[config.mk]
export PLATFORM = sky130hd
export DESIGN_NAME = udp_rx_vid_framer
export DESIGN_NICKNAME = d
export VERILOG_FILES = /design/src/rtl/udp_rx_vid_framer.sv
export SDC_FILE = /design/constraint.sdc
export NUM_CORES = 1
export LEC_CHECK = 0
export CAP_MARGIN = 20
export CORE_MARGIN = 8
export CORE_UTILIZATION = 53
export CTS_CLUSTER_SIZE = 10
export DETAILED_ROUTE_END_ITERATION = 6
export PLACE_DENSITY_LB_ADDON = 0.1
export SLEW_MARGIN = 20
export SYNTH_ARGS = -nofsm -noshare
export SYNTH_HDL_FRONTEND = slang
export SYNTH_SLANG_ARGS = --single-unit
export TNS_END_PERCENT = 100
[constraint.sdc]
create_clock -name app_rx_clk -period 3.13 [get_ports app_rx_clk]
set_input_delay 0.4695 -clock app_rx_clk [delete_from_list [all_inputs] [get_ports app_rx_clk]]
set_output_delay 0.4695 -clock app_rx_clk [all_outputs]
set_load 0.02 [all_outputs]
[src/rtl/udp_rx_vid_framer.sv]
// UDP payload byte stream to video-timing pixel framer (head/tail markers, H/V geometry, timeout).
// Optional UDP_RX_VID_STAT_EN adds saturating frame_ok_cnt / frame_err_cnt outputs.
module udp_rx_vid_framer #(
  parameter logic [31:0] FRAME_HEAD = 32'hF3ED7A93,
  parameter logic [31:0] FRAME_TAIL = 32'hF3ED7A94,
  parameter int unsigned PIX_BYTES  = 2,
  parameter int unsigned H_ACTIVE   = 1280,
  parameter int unsigned V_ACTIVE   = 720,
  parameter int unsigned TIMEOUT    = 4096
) (
  input  logic                   app_rx_clk,
  input  logic                   rst,
  input  logic                   app_rx_data_valid,
  input  logic [7:0]             app_rx_data,
  output logic                   vid_clk,
  output logic                   vid_vs,
  output logic                   vid_de,
  output logic [8*PIX_BYTES-1:0] vid_data,
  output logic                   vid_eol,
  output logic                   vid_eof,
  output logic                   frame_err,
  output logic                   busy
`ifdef UDP_RX_VID_STAT_EN
  ,
  output logic [15:0]            frame_ok_cnt,
  output logic [15:0]            frame_err_cnt
`endif
);

  localparam int unsigned PW    = 8 * PIX_BYTES;
  localparam int unsigned TOTAL = H_ACTIVE * V_ACTIVE;
  localparam int unsigned CW    = $clog2(TOTAL + 1);
  localparam int unsigned XW    = (H_ACTIVE > 1) ? $clog2(H_ACTIVE) : 1;
  localparam int unsigned YW    = (V_ACTIVE > 1) ? $clog2(V_ACTIVE) : 1;
  localparam int unsigned IW    = (TIMEOUT > 1) ? $clog2(TIMEOUT) : 1;

  typedef enum logic {IDLE, REC} state_t;

  state_t          state_q, state_d;
  logic [23:0]     sr_q, sr_d;
  logic [PW-1:0]   pack_q, pack_d;
  logic [1:0]      byte_q, byte_d;
  logic [XW-1:0]   x_q, x_d;
  logic [YW-1:0]   y_q, y_d;
  logic [CW-1:0]   pix_q, pix_d;
  logic [IW-1:0]   idle_q, idle_d;
  logic            vs_q, vs_d, de_q, de_d, eol_q, eol_d, eof_q, eof_d, err_q, err_d;
  logic [PW-1:0]   data_q, data_d;

  logic [31:0]     hd_next;
  logic            is_head, is_tail, clr;
  logic [PW-1:0]   pix_w;

  assign hd_next = {sr_q, app_rx_data};
  assign is_head = app_rx_data_valid && (hd_next == FRAME_HEAD);
  assign is_tail = app_rx_data_valid && (hd_next == FRAME_TAIL);
  // Shift-in form keeps PIX_BYTES=1 free of zero-width slices.
  assign pix_w   = (pack_q << 8) | PW'(app_rx_data);

  always_comb begin
    state_d = state_q;
    sr_d    = sr_q;
    pack_d  = pack_q;
    byte_d  = byte_q;
    x_d     = x_q;
    y_d     = y_q;
    pix_d   = pix_q;
    idle_d  = idle_q;
    vs_d    = 1'b0;
    de_d    = 1'b0;
    data_d  = '0;
    eol_d   = 1'b0;
    eof_d   = 1'b0;
    err_d   = 1'b0;
    clr     = 1'b0;

    if (app_rx_data_valid) sr_d = (is_head || is_tail) ? '0 : hd_next[23:0];

    case (state_q)
      IDLE: begin
        idle_d = '0;
        if (is_head) begin
          state_d = REC;
          vs_d    = 1'b1;
          clr     = 1'b1;
        end
      end
      REC: begin
        idle_d = app_rx_data_valid ? '0 : idle_q + 1'b1;
        if (is_head) begin
          vs_d  = 1'b1;
          err_d = 1'b1;
          clr   = 1'b1;
        end else if (is_tail) begin
          state_d = IDLE;
          err_d   = (pix_q < CW'(TOTAL));
          clr     = 1'b1;
        end else if (app_rx_data_valid) begin
          if (byte_q == 2'(PIX_BYTES - 1)) begin
            byte_d = '0;
            pack_d = '0;
            de_d   = 1'b1;
            data_d = pix_w;
            eol_d  = (x_q == XW'(H_ACTIVE - 1));
            eof_d  = (pix_q == CW'(TOTAL - 1));
            pix_d  = pix_q + 1'b1;
            if (eol_d) begin
              x_d = '0;
              y_d = y_q + 1'b1;
            end else begin
              x_d = x_q + 1'b1;
            end
            if (eof_d) begin
              state_d = IDLE;
              clr     = 1'b1;
            end
          end else begin
            byte_d = byte_q + 1'b1;
            pack_d = pix_w;
          end
        end else if (idle_q == IW'(TIMEOUT - 1)) begin
          state_d = IDLE;
          err_d   = 1'b1;
          clr     = 1'b1;
        end
      end
      default: state_d = IDLE;
    endcase

    if (clr) begin
      pack_d = '0;
      byte_d = '0;
      x_d    = '0;
      y_d    = '0;
      pix_d  = '0;
    end
  end

  always_ff @(posedge app_rx_clk or posedge rst) begin
    if (rst) begin
      state_q <= IDLE;
      sr_q    <= '0;
      pack_q  <= '0;
      byte_q  <= '0;
      x_q     <= '0;
      y_q     <= '0;
      pix_q   <= '0;
      idle_q  <= '0;
      vs_q    <= 1'b0;
      de_q    <= 1'b0;
      data_q  <= '0;
      eol_q   <= 1'b0;
      eof_q   <= 1'b0;
      err_q   <= 1'b0;
    end else begin
      state_q <= state_d;
      sr_q    <= sr_d;
      pack_q  <= pack_d;
      byte_q  <= byte_d;
      x_q     <= x_d;
      y_q     <= y_d;
      pix_q   <= pix_d;
      idle_q  <= idle_d;
      vs_q    <= vs_d;
      de_q    <= de_d;
      data_q  <= data_d;
      eol_q   <= eol_d;
      eof_q   <= eof_d;
      err_q   <= err_d;
    end
  end

  assign vid_clk   = app_rx_clk;
  assign vid_vs    = vs_q;
  assign vid_de    = de_q;
  assign vid_data  = data_q;
  assign vid_eol   = eol_q;
  assign vid_eof   = eof_q;
  assign frame_err = err_q;
  assign busy      = (state_q == REC);

`ifdef UDP_RX_VID_STAT_EN
  logic [15:0] ok_cnt_q, err_cnt_q;

  always_ff @(posedge app_rx_clk or posedge rst) begin
    if (rst) begin
      ok_cnt_q  <= '0;
      err_cnt_q <= '0;
    end else begin
      if (eof_q && (ok_cnt_q != '1))  ok_cnt_q  <= ok_cnt_q + 1'b1;
      if (err_q && (err_cnt_q != '1)) err_cnt_q <= err_cnt_q + 1'b1;
    end
  end

  assign frame_ok_cnt  = ok_cnt_q;
  assign frame_err_cnt = err_cnt_q;
`endif

endmodule

==> metrics.cfg, run 1 <==
[timing]
worstMarginPinSlew_ps = 839
final_hold_viol_count = 0
rsz0062_at_grt = no
tns_ps = 0
slew_viol_final = 0
relSlewSlack_pct = 43.8
skew_ps = 10.4
setup_viol = 0

[layout]
instances_no_fill = 588
drive_gt1_share_pct = 11.3
n_fill_cell = 728
area_growth_pct = 15.5
final_cell_mix = dfrtp_1, nor2_1, nand2_1
layout_commonest_cell = dfrtp_1
diodes = 0
nets = 489

[routing]
finalWirelength_um = 10100
via_per_inst = 5.78
vias = 3396
wl_per_cell_um = 17.2
drtAntennaViolNets = 0
drt-pass1-iter-count = 4
drt-initial-drc-count = 162
drc = 0

[yosys]
synthesis.instances = 434
synth_xor_area_share_pct = 5.29
synth_edf_count = 0
synthMuxAreaShare_pct = 2.43
synthFlopType = dfrtp_1
synth_top_area_share_pct = 53.5
yosysWarnings = 0
yosys.area_share.simple_pct = 21.1
ys_ff_latch = 99
seq_area_frac_synth_pct = 53.5
syn_avg_cell_area_um2 = 10.7
synthAdderAreaFrac_pct = 0.810
synth-compound-area-share_pct = 13.9
yosysUniqueCellTypes = 54
synth_top_family_by_area = simple AND/OR/NAND/NOR gates
synth_top_cells_by_area = dfrtp_1, xnor2_1, nor2_1, nand2_1, a22o_1
yosysTopAreaCell = dfrtp_1
async_reset_ff_share_pct = 100
synth.cell_area_um2 = 4630
syn_nets = 448

[clock_network]
cts_setup_buffers = 0
cts_tree = yes
cts_resized = 0
clk_pin_slew_ps = 110
cts-hold-fix-buffers = 0
clk_latency_ps = 470

[pwr]
leakage_uw = 0.00225
cellPowerDensity_nw_per_um2 = 581
ir_worst_vdd_v = 0.000392

[global_routing]
busiest_layer = met2
met3_usage_pct = 4.81
use_met1_pct = 22.3
overflow = 0
grt_max_degree = 52
grt_pass1_wl_um = 17000
use_met2_pct = 29.6
grt_usage_pct = 18.2
grt_pass1_vias = 3522
antenna_found_initial = 0

[floorplan]
initial_core_util_pct = 53.9
core.rowCount = 34
die_y_um = 109
dieWidth_um = 109
fp.dieArea_um2 = 12000
coreArea_um2 = 8590
pin_count = 34

[placed_design]
dp_hpwl_um = 7100
io_buffer_count = 33
gp_congestion = 0.852
place_inst = 569

[worst_setup_path]
worst_setup_path_start_kind = clock port
crit_fanout = 2
worst-setup-path-type = clock port to output port
crit_required_ps = 2660
crit_path_end_kind = output port
arrival_ps = 2320

[flow_run]
maxCapViolCount = 0

[min_path]
worstHoldPathType = input port to async pin

[status]
status = complete, no violations

[final cells by class]
class | count | area (µm²) | area share (%)
Clock buffer | 13 | 175 | 3.27
Clock inverter | 7 | 58.8 | 1.10
Timing Repair Buffer | 45 | 430 | 8.04
Inverter | 13 | 51.3 | 0.959
Multi-Input combinational cell | 303 | 2020 | 37.8
Tap cell | 108 | 135 | 2.53
Sequential cell | 99 | 2480 | 46.3
[per-layer routing]
layer	up-vias	part of all wire, %
met5	-	0
met4	0	1.8
met3	12	5.1
met2	64	49
met1	1680	44
li1	1640	-
[logic make-up after synthesis]
family	count (synthesis)
and+or+nand+nor	182
DFF	99
AOI/OAI and AO/OA	80
buffers and inverters	32
xor gates and xnor gates	28
muxes	10
adders and majority gates	3
[critical path: stages]
cell and delay [ps]:
clkbuf_8 110, clkbuf_8 120, clkdlybuf4s50_1 530
[power breakdown]
part / leakage, µW / switching, µW / total, µW / internal [µW]
registers: 0.00128 / 146 / 1590 / 1450
logic: 0.000851 / 323 / 597 / 274
clock network: 0.000118 / 513 / 918 / 405
total: 0.00225 / 981 / 3110 / 2130
[Yosys cell counts (3+ instances only)]
cell type	number
nand2b_1	5
a21oi_1	12
or3_1	3
xor2_1	5
clkbuf_1	12
buf_4	4
o31ai_1	3
a211oi_1	13
mux2_2	9
xnor2_1	23
and3_1	7
ha_1	3
o2bb2ai_1	3
nor2_1	46
nor4_2	3
or4_1	3
nand4bb_1	3
buf_2	3
a21o_1	3
nor3_1	4
nand4_1	9
nor4_1	3
dfrtp_1	99
nand3_1	21
a32o_1	5
and2_1	20
inv_1	13
a22o_1	15
nand2_1	36
nand4b_1	9
o21ai_0	7
and4_1	4
[per-stage QoR]
step | utilization (%) | power [µW] | setup WS, ps | area [µm²] | hold slack [ps]
after CTS | 62.3 | 3160 | 326 | 5350 | 448
after detailed placement | 59.7 | 2260 | 106 | 5130 | 468
after floorplan | - | 2030 | 70.1 | 4630 | 448
after global routing | 62.3 | 3290 | 317 | 5350 | 466
after global placement | 59.7 | 2240 | 244 | 5130 | 463
final | 62.3 | 3110 | 339 | 5350 | 437
[worst paths after layout]
check                           slack (ps)       start  cells after the start           end
worst max-delay path                   340  app_rx_clk                      3       vid_clk
worst min-delay path                   440         rst                      2        vid_de
worst max register to register         690   idle_q[0]                      8        x_q[9]
worst min register to register         490   pack_q[7]                      1  vid_data[15]
max in group asynchronous             2000         rst                      3       sr_q[2]
min in group app_rx_clk                490   pack_q[7]                      1  vid_data[15]
[state kept, by name, indices dropped and copies added (netlist names)]
signal,count
busy,1
byte_q,2
frame_err,1
idle_q,12
pack_q,8
pix_q,20
sr_q,24
vid_data,16
vid_de,1
vid_eof,1
vid_eol,1
vid_vs,1
x_q,11
Note: power is estimated with default switching activity, not from simulation.
==> run 2: changes to the inputs <==
--- a/config.mk
+++ b/config.mk
@@ -7,9 +7,11 @@
 export LEC_CHECK = 0
 export CAP_MARGIN = 20
 export CORE_MARGIN = 8
-export CORE_UTILIZATION = 53
+export CORE_UTILIZATION = 35
+export CTS_BUF_LIST = sky130_fd_sc_hd__clkbuf_8
 export CTS_CLUSTER_SIZE = 10
 export DETAILED_ROUTE_END_ITERATION = 6
+export GPL_TIMING_DRIVEN = 0
 export PLACE_DENSITY_LB_ADDON = 0.1
 export SLEW_MARGIN = 20
 export SYNTH_ARGS = -nofsm -noshare
==> run 2 against run 1 <==
- sequential power is essentially flat
- routed wire length grew 7.7%
- clock power grew 0.5%
- worst hold slack lost 110 ps
- clock skew grew 3.0 ps
- critical path depth grew 1
- flip-flop and latch count is the same
==> metrics.cfg, run 2 (synthesis gave the netlist of run 1 again) <==
[status]
status = complete, no violations  ; unchanged

[timing]
rsz0062_at_grt = no  ; unchanged
finalWorstSetupSlack_ps = 230  ; was 339 ps
relSlewSlack_pct = 56.5  ; was 43.8%
setup_viol = 0  ; unchanged
skew_ps = 13.3  ; was 10.4 ps
slew_viol_final = 0  ; unchanged
final_hold_viol_count = 0  ; unchanged
worstMarginPinSlew_ps = 647  ; was 839 ps

[worst_setup_path]
worst_setup_path_start_kind = clock port  ; unchanged
worst-setup-path-type = clock port to output port  ; unchanged
cpMaxStageDelayCell = clkdlybuf4s50_1  ; unchanged
crit_required_ps = 2660  ; about the same
cp_cell_sequence = clkbuf_8, clkbuf_8, buf_4, clkdlybuf4s50_1  ; was clkbuf_8, clkbuf_8, clkdlybuf4s50_1
crit_top_cell = clkbuf_8  ; unchanged
slowest_delay_ps = 530  ; about the same
crit_buf_inv = 4  ; was 3
timing.reg2reg.setup_slack_ps = 660  ; was 690 ps
arrival_ps = 2430  ; was 2320 ps
crit_fanout = 2  ; unchanged
r2r-start = busy  ; was idle_q[0]
crit_path_end_kind = output port  ; unchanged
worstRegToRegCells = 6  ; was 8
cp_top_family = buffers and inverters  ; unchanged
r2r-end = x_q[3]  ; was x_q[9]

[routing]
drt-pass1-iter-count = 4  ; unchanged
drt-initial-drc-count = 216  ; was 162
drtAntennaViolNets = 0  ; unchanged
via_per_inst = 5.18  ; was 5.78
drc = 0  ; unchanged
vias = 3425  ; was 3,396
wl_per_cell_um = 16.5  ; was 17.2 µm
finalWirelength_um = 10900  ; was 10,100 µm

[global_routing]
grt_max_degree = 67  ; was 52
grt_pass1_vias = 3518  ; was 3,522
grt_pass1_wl_um = 18300  ; was 17,000 µm
overflow = 0  ; unchanged
antenna_found_initial = 0  ; unchanged
grt_usage_pct = 14.0  ; was 18.2%

[clock_network]
cts_resized = 0  ; unchanged
cts_setup_buffers = 0  ; unchanged
clk_pin_slew_ps = 100  ; was 110 ps
cts-hold-fix-buffers = 0  ; unchanged
clk_latency_ps = 480  ; was 470 ps
cts_tree = yes  ; unchanged

[flow_run]
maxCapViolCount = 0  ; unchanged

[layout]
final_cell_mix = dfrtp_1, nor2_1, nand2_1  ; unchanged
nets = 495  ; was 489
layout_commonest_cell = dfrtp_1  ; unchanged
area_growth_pct = 17.2  ; was 15.5%
drive_gt1_share_pct = 9.90  ; was 11.3%
largest_reg_flops = 24  ; unchanged
regMostFlops = sr_q  ; unchanged
diodes = 0  ; unchanged

[placed_design]
preCtsSetupSlack_ps = -39.5  ; was 106 ps
dp_hpwl_um = 7540  ; was 7100 µm
io_buffer_count = 32  ; was 33
gp_congestion = 0.779  ; was 0.852

[floorplan]
coreArea_um2 = 13100  ; was 8590 µm²
die_y_um = 131  ; was 109 µm
dieWidth_um = 131  ; was 109 µm
core.rowCount = 42  ; was 34
fp.dieArea_um2 = 17200  ; was 12,000 µm²
pin_count = 34  ; unchanged
initial_core_util_pct = 35.4  ; was 53.9%

[min_path]
worstHoldPathType = input port to async pin  ; unchanged

[pwr]
finalPower_uw = 3110  ; about the same
ir_worst_vdd_v = 0.000300  ; was 0.000392 V
leakage_uw = 0.00223  ; was 0.00225 µW
cellPowerDensity_nw_per_um2 = 573  ; was 581 nW/µm²

## run 2: cell count changes in the layout (fill, tap and decap cells not counted)
cell,previous run,this run
clkbuf_1,0,12
buf_4,12,4
buf_2,0,3
buf_12,1,0
buf_16,0,1
clkbuf_8,12,13
clkdlybuf4s50_1,33,32
inv_4,1,0
inv_8,1,0
## run 2: worst max-delay path by stage
stage,depth (start not counted),start,slack (ps),endpoint
after floorplan,1,rst,70,busy
after global placement,2,rst,-1550,vid_data[9]
after detailed placement,8,app_rx_data[3],-40,x_q[3]
after CTS,4,app_rx_clk,210,vid_clk
after global routing,4,app_rx_clk,210,vid_clk
final,4,app_rx_clk,230,vid_clk
## run 2: per-stage QoR
stage	hold WS [ps]	setup TNS, ps	cells	instance area, µm²	util (%)
after floorplan	448	0	434	4630	-
after global placement	466	-152340	642	5170	39.5
after detailed placement	464	-258	643	5210	39.8
after CTS	320	0	661	5420	41.5
after global routing	326	0	661	5430	41.5
final	331	0	661	5430	41.5
## run 2: final cells by class
type	instances	area [µm²]
Clock buffer	14	189
Tap cell	176	220
Sequential cell	99	2480
Inverter	13	53.8
Clock inverter	5	38.8
Buffer	19	90.1
Multi-Input combinational cell	303	2020
Timing Repair Buffer	32	338
Fill cell	1297	7650
## run 2: layer usage
metal	part of all wire (%)	GRT usage, %	vias to the layer above
li1	-	-	1658
met3	5.1	3.72	9
met2	46	21.5	62
met4	1.3	5.27	0
met5	0	0	-
met1	48	18.5	1696
## run 2: worst register-to-register path: stages, from the launching register on
cell and delay, ps:
dfrtp_1 400, clkbuf_1 220, and3_1 210, o211ai_2 380
a21boi_1 540, nand3_1 320, o31ai_1 300
## run 2: power by group
group          internal (µW)  switching [µW]  total, µW
registers               1450             138       1580
clock network            429             495        923
logic                    273             332        605
==> run 3: changes to the inputs <==
--- a/config.mk
+++ b/config.mk
@@ -13,6 +13,7 @@
 export DETAILED_ROUTE_END_ITERATION = 6
 export GPL_TIMING_DRIVEN = 0
 export PLACE_DENSITY_LB_ADDON = 0.1
+export RECOVER_POWER = 100
 export SLEW_MARGIN = 20
 export SYNTH_ARGS = -nofsm -noshare
 export SYNTH_HDL_FRONTEND = slang
==> run 3 against run 2 <==
- cell count is the same
- combinational power shrank 4.1%
- largest power group unchanged
- utilization shrank 0.43 points
- the run now ends with capacitance limit left
==> metrics.cfg, run 3 (synthesis gave the netlist of run 1 again) <==
[worst_setup_path]
worst_setup_path_start_kind = clock port  ; unchanged
crit_path_end_kind = output port  ; unchanged
crit_required_ps = 2660  ; about the same
arrival_ps = 2430  ; about the same
worst-setup-path-type = clock port to output port  ; unchanged
crit_fanout = 2  ; unchanged

[layout]
nets = 495  ; unchanged
regArea_um2 = 2480  ; unchanged
layout_commonest_cell = dfrtp_1  ; unchanged
final_cell_mix = dfrtp_1, nor2_1, nand2_1  ; unchanged
regMostFlops = sr_q  ; unchanged
diodes = 0  ; unchanged
multi_input_comb_area_um2 = 2000  ; was 2020 µm²
fin_area_um2 = 5370  ; was 5430 µm²
n_fill_cell = 1306  ; was 1,297
area_growth_pct = 16.0  ; was 17.2%
instances_no_fill = 661  ; unchanged
fin_util_pct = 41.1  ; was 41.5%
largest_reg_flops = 24  ; unchanged
drive_gt1_share_pct = 8.66  ; was 9.90%

[global_routing]
grt_pass1_wl_um = 18300  ; unchanged
antenna_found_initial = 0  ; unchanged
grt_pass1_vias = 3518  ; unchanged
overflow = 0  ; unchanged
grt_max_degree = 67  ; unchanged
grt_usage_pct = 14.0  ; unchanged

[pwr]
leakage_uw = 0.00225  ; was 0.00223 µW
seqPwrFrac_pct = 51.3  ; was 50.9%
cellPowerDensity_nw_per_um2 = 575  ; was 573 nW/µm²
switchingPower_uw = 959  ; was 964 µW
p_clk_share_pct = 29.9  ; was 29.7%
internal_power_uw = 2130  ; was 2150 µW
p_comb_share_pct = 18.8  ; was 19.4%
ir_worst_vdd_v = 0.000301  ; was 0.000300 V
p_sw_share_pct = 31.1  ; was 31.0%

[timing]
slew_viol_final = 0  ; unchanged
worstMarginPinSlew_ps = 1480  ; was 647 ps
skew_ps = 12.8  ; was 13.3 ps
setup_viol = 0  ; unchanged
rsz0062_at_grt = no  ; unchanged
relSlewSlack_pct = 1.03  ; was 56.5%
finalWorstSetupSlack_ps = 230  ; about the same
final_hold_viol_count = 0  ; unchanged
tns_ps = 0  ; unchanged

[floorplan]
pin_count = 34  ; unchanged
die_y_um = 131  ; unchanged
initial_core_util_pct = 35.4  ; unchanged
coreArea_um2 = 13100  ; unchanged
core.rowCount = 42  ; unchanged
dieWidth_um = 131  ; unchanged
fp.dieArea_um2 = 17200  ; unchanged

[routing]
dr_wl_met2_um = 4900  ; was 4960 µm
finalWirelength_um = 10900  ; unchanged
vias = 3452  ; was 3,425
wl_met1_um = 5260  ; was 5230 µm
wl_per_cell_um = 16.5  ; unchanged
via_per_inst = 5.22  ; was 5.18
drt-initial-drc-count = 242  ; was 216
highest_layer = met4  ; unchanged
drtAntennaViolNets = 0  ; unchanged
drc = 0  ; unchanged
wl_met3_um = 583  ; was 553 µm
drt-pass1-iter-count = 4  ; unchanged

[placed_design]
gp_congestion = 0.779  ; unchanged
dpl-instance-area_um2 = 5210  ; unchanged
preCtsSetupSlack_ps = -39.5  ; unchanged
io_buffer_count = 32  ; unchanged
dp_hpwl_um = 7540  ; unchanged
place_inst = 643  ; unchanged

[clock_network]
cts_tree = yes  ; unchanged
cts_setup_buffers = 0  ; unchanged
cts-hold-fix-buffers = 0  ; unchanged
clk_latency_ps = 480  ; about the same
cts_resized = 0  ; unchanged
clk_pin_slew_ps = 90  ; was 100 ps

[status]
violations = capacitance limit
status = finished with violations  ; was complete, no violations

[min_path]
worstHoldPathType = flop to flop  ; was input port to async pin

[flow_run]
maxCapViolCount = 1  ; was 0

run 3: changes by cell type in the layout (fill, tap and decap cells not counted), moves of 2 or more:
| cell | before | now |
|---|---|---|
| and2_0 | 0 | 13 |
| and2_1 | 20 | 7 |
| buf_2 | 3 | 1 |
| clkbuf_1 | 12 | 15 |
| clkdlybuf4s50_1 | 32 | 8 |
| dlygate4sd3_1 | 0 | 24 |
run 3: worst max-delay path, stage by stage:
cell	delay, ps
clkbuf_8	110
clkbuf_8	120
buf_4	110
clkdlybuf4s50_1	530
run 3: path summary, 6_finish.rpt:
path | startpoint | endpoint | slack [ps] | depth (start not counted)
min | pack_q[5] | vid_data[13] | 490 | 1
min in group asynchronous | rst | sr_q[18] | 770 | 2
max in group asynchronous | rst | pix_q[13] | 760 | 3
max reg2reg | busy | x_q[7] | 430 | 6
max | app_rx_clk | vid_clk | 230 | 4
min reg2reg | pack_q[5] | vid_data[13] | 490 | 1
run 3: layout make-up:
| cell class | count | share of cell area, % |
|---|---|---|
| sequential | 99 | 46.1 |
| multi-input combinational | 303 | 37.2 |
| timing repair buffer | 32 | 5.91 |
| tap | 176 | 4.10 |
| clock buffer | 14 | 3.52 |
| buffer | 19 | 1.56 |
| inverter | 13 | 0.931 |
| clock inverter | 5 | 0.722 |
run 3: power by group through the flow:
stage / sequential, µW / clock [µW] / combinational (µW)
2_1_floorplan: 1620 / 37.3 / 380
3_3_place_gp: 1610 / 60.6 / 598
3_5_place_dp: 1610 / 60.6 / 609
4_1_cts: 1580 / 972 / 614
5_1_grt: 1610 / 1030 / 660
6_report: 1580 / 925 / 580
run 3: per-layer routing:
metal | vias to the layer above | global-route usage, %
met4 | 0 | 5.27
met1 | 1713 | 18.5
li1 | 1657 | -
met5 | - | 0
met2 | 73 | 21.5
met3 | 9 | 3.72
run 3: metrics by stage:
step | hold WS (ps) | power, µW
6_report | 490 | 3090
5_1_grt | 509 | 3300
4_1_cts | 320 | 3170
3_5_place_dp | 464 | 2280
3_3_place_gp | 466 | 2270
2_1_floorplan | 448 | 2030
